<file path="src/rtl/fetch_stage.sv">
// Instruction-fetch stage: owns the PC, addresses instruction memory and
// registers the fetched word into IF/ID, with stall, flush and halt handling.
module fetch_stage #(
  parameter logic [31:0] RESET_PC   = 32'h0000_0000,
  parameter int          IMEM_WORDS = 256,
  parameter logic [31:0] NOP_INSTR  = 32'h0000_0000
) (
  input  logic        clk_i,
  input  logic        rst_i,
  input  logic        start_i,
  input  logic        stall_i,
  input  logic        flush_i,
  input  logic [31:0] branch_target_i,
  output logic [31:0] imem_addr_o,
  input  logic [31:0] imem_instr_i,
  output logic [31:0] pc_o,
  output logic [31:0] ifid_pc_o,
  output logic [31:0] ifid_instr_o,
  output logic        ifid_valid_o,
  output logic [31:0] stall_cnt_o,
  output logic [31:0] flush_cnt_o,
  output logic [31:0] cycle_cnt_o
);

  localparam logic [1:0] S_IDLE = 2'd0;
  localparam logic [1:0] S_RUN  = 2'd1;
  localparam logic [1:0] S_HALT = 2'd2;

  localparam logic [31:0] LAST_PC = 32'(4 * (IMEM_WORDS - 1));

  logic [1:0]  state;
  logic [31:0] pc_p0;
  logic [31:0] ifid_pc_p1;
  logic [31:0] ifid_instr_p1;
  logic        vld_p1;
  logic [31:0] stall_cnt;
  logic [31:0] flush_cnt;
  logic [31:0] cycle_cnt;

  function automatic logic [31:0] sat_inc(input logic [31:0] v);
    return (v == 32'hFFFF_FFFF) ? v : v + 32'd1;
  endfunction

  function automatic logic [31:0] align_target(input logic [31:0] t);
    return {t[31:2], 2'b00};
  endfunction

  always_ff @(posedge clk_i or posedge rst_i) begin
    if (rst_i) begin
      state         <= S_IDLE;
      pc_p0         <= RESET_PC;
      ifid_pc_p1    <= RESET_PC;
      ifid_instr_p1 <= NOP_INSTR;
      vld_p1        <= 1'b0;
      stall_cnt     <= '0;
      flush_cnt     <= '0;
      cycle_cnt     <= '0;
    end else begin
      case (state)
        S_IDLE: begin
          if (start_i) state <= S_RUN;
        end
        S_RUN, S_HALT: begin
          if (start_i) begin
            cycle_cnt <= sat_inc(cycle_cnt);
            // Stall wins over flush; decode re-presents the branch once the bubble clears.
            if (stall_i) begin
              stall_cnt <= sat_inc(stall_cnt);
            end else if (flush_i) begin
              pc_p0         <= align_target(branch_target_i);
              ifid_pc_p1    <= pc_p0;
              ifid_instr_p1 <= NOP_INSTR;
              vld_p1        <= 1'b0;
              flush_cnt     <= sat_inc(flush_cnt);
              state         <= S_RUN;
            end else if (state == S_RUN) begin
              // IF -> IF/ID boundary
              ifid_pc_p1    <= pc_p0;
              ifid_instr_p1 <= imem_instr_i;
              vld_p1        <= 1'b1;
              if (pc_p0 >= LAST_PC) state <= S_HALT;
              else                  pc_p0 <= pc_p0 + 32'd4;
            end else begin
              ifid_pc_p1    <= pc_p0;
              ifid_instr_p1 <= NOP_INSTR;
              vld_p1        <= 1'b0;
            end
          end
        end
        default: state <= S_IDLE;
      endcase
    end
  end

  assign imem_addr_o  = pc_p0;
  assign pc_o         = pc_p0;
  assign ifid_pc_o    = ifid_pc_p1;
  assign ifid_instr_o = ifid_instr_p1;
  assign ifid_valid_o = vld_p1;
  assign stall_cnt_o  = stall_cnt;
  assign flush_cnt_o  = flush_cnt;
  assign cycle_cnt_o  = cycle_cnt;

endmodule

</file>
<file path="config.mk">
export PLATFORM = sky130hd
export DESIGN_NAME = fetch_stage
export DESIGN_NICKNAME = d
export VERILOG_FILES = /design/src/rtl/fetch_stage.sv
export SDC_FILE = /design/constraint.sdc
export NUM_CORES = 1
export LEC_CHECK = 0
export CAP_MARGIN = 15
export CORE_ASPECT_RATIO = 0.8
export CORE_MARGIN = 4
export CORE_UTILIZATION = 50
export CTS_BUF_LIST = sky130_fd_sc_hd__clkbuf_16
export DETAILED_ROUTE_END_ITERATION = 10
export GPL_TIMING_DRIVEN = 0
export MAX_ROUTING_LAYER = met4
export PLACE_DENSITY_LB_ADDON = 0.05
export REMOVE_ABC_BUFFERS = 1
export SKIP_CTS_REPAIR_TIMING = 1
export SLEW_MARGIN = 20
export SYNTH_ARGS = -nofsm -noshare
export SYNTH_HDL_FRONTEND = slang
export SYNTH_SLANG_ARGS = --single-unit
</file>
<file path="constraint.sdc">
create_clock -name clk_i -period 17.1 [get_ports clk_i]
set_clock_uncertainty 0.05 [all_clocks]
set_input_delay 2.565 -clock clk_i [delete_from_list [all_inputs] [get_ports clk_i]]
set_output_delay 2.565 -clock clk_i [all_outputs]
set_load 0.005 [all_outputs]
</file>
==> results.md <==
- Post-Syn Area: 0.00881 mm^2
- Max-Cap Viols: 0
- Multi-input logic area: 0.00363 mm^2
- Vert. Die Dim: 127 um
- Nets: 1,165
- Reg area: 0.00478 mm^2
- VDD IR max: 0.0768 mV
- Unrepaired setup endpoints after global routing: no
- Setup WS pre-CTS: 11.36 ns
- Asr flop ratio synth: 100%
- Initial DRC count: 414
- Pins over their slew limit: 0
- Commonest non-fill, non-tap cells in the layout: clkdlybuf4s50_1, dfrtp_1, nand2_1
- Initial antenna violation count: 0
- I/O pin cnt: 294
- Overall Global Routing Usage: 24.8%
- CTS Root Cell: clkbuf_16
- Final ANT Viol Nets: 0
- Top post-synthesis cells by area: dfrtp_1, nand2_1, xnor2_1
- Post-synth top area cell: dfrtp_1
- Status: completed
- CTS tree: yes
- Seq cells post-synth: 191
- Total power: 1690 uW
- Final Setup Violations: 0
- Layout Area Growth over Synthesis: 39.8%
- Final Hold Fails: 0
- Core ar.: 0.0173 mm^2
- Placer Congestion: 0.836
- Yosys warns: 0
- Slew HR: 41.3%
- Largest net degree at the start of global routing: 104
- Fmax: 188 MHz
- Syn_area_per_cell: 10.5 um^2
- Worst hold path class: reg -> reg
- Design Area, Final: 0.0123 mm^2
- Max stage delay on crit path: 1.01 ns
- Switching share of total power: 30.7%
- H-tree Lvls: 4
- Setup Crit Path Kind: in -> reg
- Post-synth top flop: dfrtp_1
- Net switching power: 518 uW
- Count of input and output buffers: 285
- Vias: 7,078
- Clk slew on worst S/H paths: 0.07 ns
- Starting Density: 50.9%
- Leak pwr: 0.00560 uW
- Clock buffer count from CTS: 17
- Post-synthesis sequential area ratio: 54.2%
- Worst-Skew Late Latency: 0.43 ns
- Int Power: 1170 uW
- Final wirelength: 23,800 um
- Slew @ Worst Pin: 0.876 ns
- Critical Path Slowest Stage Cell: clkdlybuf4s50_1
- Yosys top cell area share: 54.2%
- CP Buf/Inv Count: 1
- Global route overflow: 0
- Most common cell after layout, fill and taps aside: clkdlybuf4s50_1
- Share of cells above drive strength 1: 6.17%
- Cell Pwr Density: 137 mW/mm^2
- Tcrit/Tclk final: 31.1%
- WL/cell: 17.9 um
- Yosys cell types: 64
- Crit. End Element: flip-flop
- CTS sink count: 191
- Hold Slack: 0.424 ns
- Crit start category: primary input
- Drt pass-1 iters: 4
- Number of global-route vias before repair: 7,028
- First-pass GRT wire length: 38,300 um
- Tmin final: 5.31 ns
- Seq pwr share: 40.6%
- Bufs on Longest Clock Path: 2
- Worst Path Max Fanout: 27
- Post-DP HPWL: 17,300 um
- Clock network power share: 24.7%
- Fin worst setup slack: 11.79 ns
- Post-synth EDFFs: 0
- WP data required: 17.36 ns
- DIE AREA: 0.0198 mm^2
- Post-route DRC: 0
- Row cnt: 43
- Crit path max-delay family: simple AND/OR/NAND/NOR gates
- Crit path cell chain: clkdlybuf4s50_1, nand4b_4, or4_4, nor3_2, nand4_1, xnor2_1
- Die extent in x: 156 um
- CP arrival: 5.57 ns
- ANT cells: 0
- Gate count after technology mapping: 842
- Fill count: 1,329
- Power share of the combinational group: 34.7%
- Placed Area: 0.0117 mm^2
- Setup_tns: 0 ns
- DR vias/cell: 5.33
==> worst register-to-register path: stages (launching register included) <==
cell and delay, ns:
dfrtp_1 0.40, inv_1 0.09, ha_1 0.48, nand2_1 0.22
or2_4 0.36, buf_16 0.22, nor2_4 0.60, nand2_1 0.22
mux2_2 0.32
==> flip-flops by register name (all words and copies together) (netlist names) <==
register and flops:
ifid_valid_o 1, stall_cnt_o 32, cycle_cnt_o 32, ifid_pc_o 30, state 2, flush_cnt_o 32
ifid_instr_o 32, imem_addr_o 30
==> metal layers <==
layer / wire (um) / vias to the layer above / track usage (%)
met3: 1700 / 26 / 6.21
met1: 10500 / 3455 / 32.8
met5: 0 / - / -
met2: 11200 / 218 / 38.6
li1: - / 3379 / -
met4: 354 / 0 / 6.07
==> area by class of cell <==
| class | count | share of cell area [%] |
|---|---|---|
| Sequential cell | 191 | 38.8 |
| Multi-Input combinational cell | 577 | 29.5 |
| Timing Repair Buffer | 290 | 24.0 |
| Clock buffer | 17 | 3.45 |
| Tap cell | 225 | 2.28 |
| Clock inverter | 15 | 1.56 |
| Inverter | 12 | 0.426 |
==> power groups by stage <==
| stage | registers (uW) | logic, uW | clock network, uW |
|---|---|---|---|
| finish | 684 | 585 | 417 |
| global placement | 688 | 571 | 0 |
| global route | 705 | 634 | 444 |
| floorplan | 686 | 189 | 0 |
| CTS | 685 | 594 | 426 |
| detailed placement | 692 | 590 | 0 |
==> Yosys cell counts (all sizes together) (17+ instances only) <==
| cell | number |
|---|---|
| a22o | 34 |
| and3 | 22 |
| buf | 50 |
| clkbuf | 17 |
| dfrtp | 191 |
| nand2 | 184 |
| nand3 | 42 |
| nand4 | 38 |
| nor2 | 33 |
| nor3 | 21 |
| nor4 | 18 |
| xnor2 | 52 |
| xor2 | 41 |
==> cells by family after synthesis <==
group                    share of synthesized area, %
other                                          0.0425
flip-flops                                       54.2
multiplexers                                    0.610
AND/OR/NAND/NOR                                  22.8
AO/OA/AOI/OAI                                    6.93
XOR/XNOR                                         9.24
buffers and inverters                            5.11
adder cells (fa/ha/maj)                         0.994
==> worst paths after layout <==
path                            cells past startpoint  slack, ns          start              end
worst min-delay path                                2       0.42  ifid_pc_o[15]    ifid_pc_o[15]
worst min register to register                      2       0.42  ifid_pc_o[15]    ifid_pc_o[15]
max in group asynchronous                           4      13.50          rst_i   imem_addr_o[7]
min in group asynchronous                           2       2.40          rst_i   stall_cnt_o[0]
worst max register to register                      8      14.01       state[0]   flush_cnt_o[1]
worst max-delay path                                6      11.79        flush_i  flush_cnt_o[30]
==> metrics by stage <==
stage	cells	utilization, %
global route	1327	71.1
global placement	1290	66.7
floorplan	780	-
finish	1327	71.1
CTS	1327	71.1
detailed placement	1295	67.5
No activity file was read; power rests on OpenSTA's default activity.
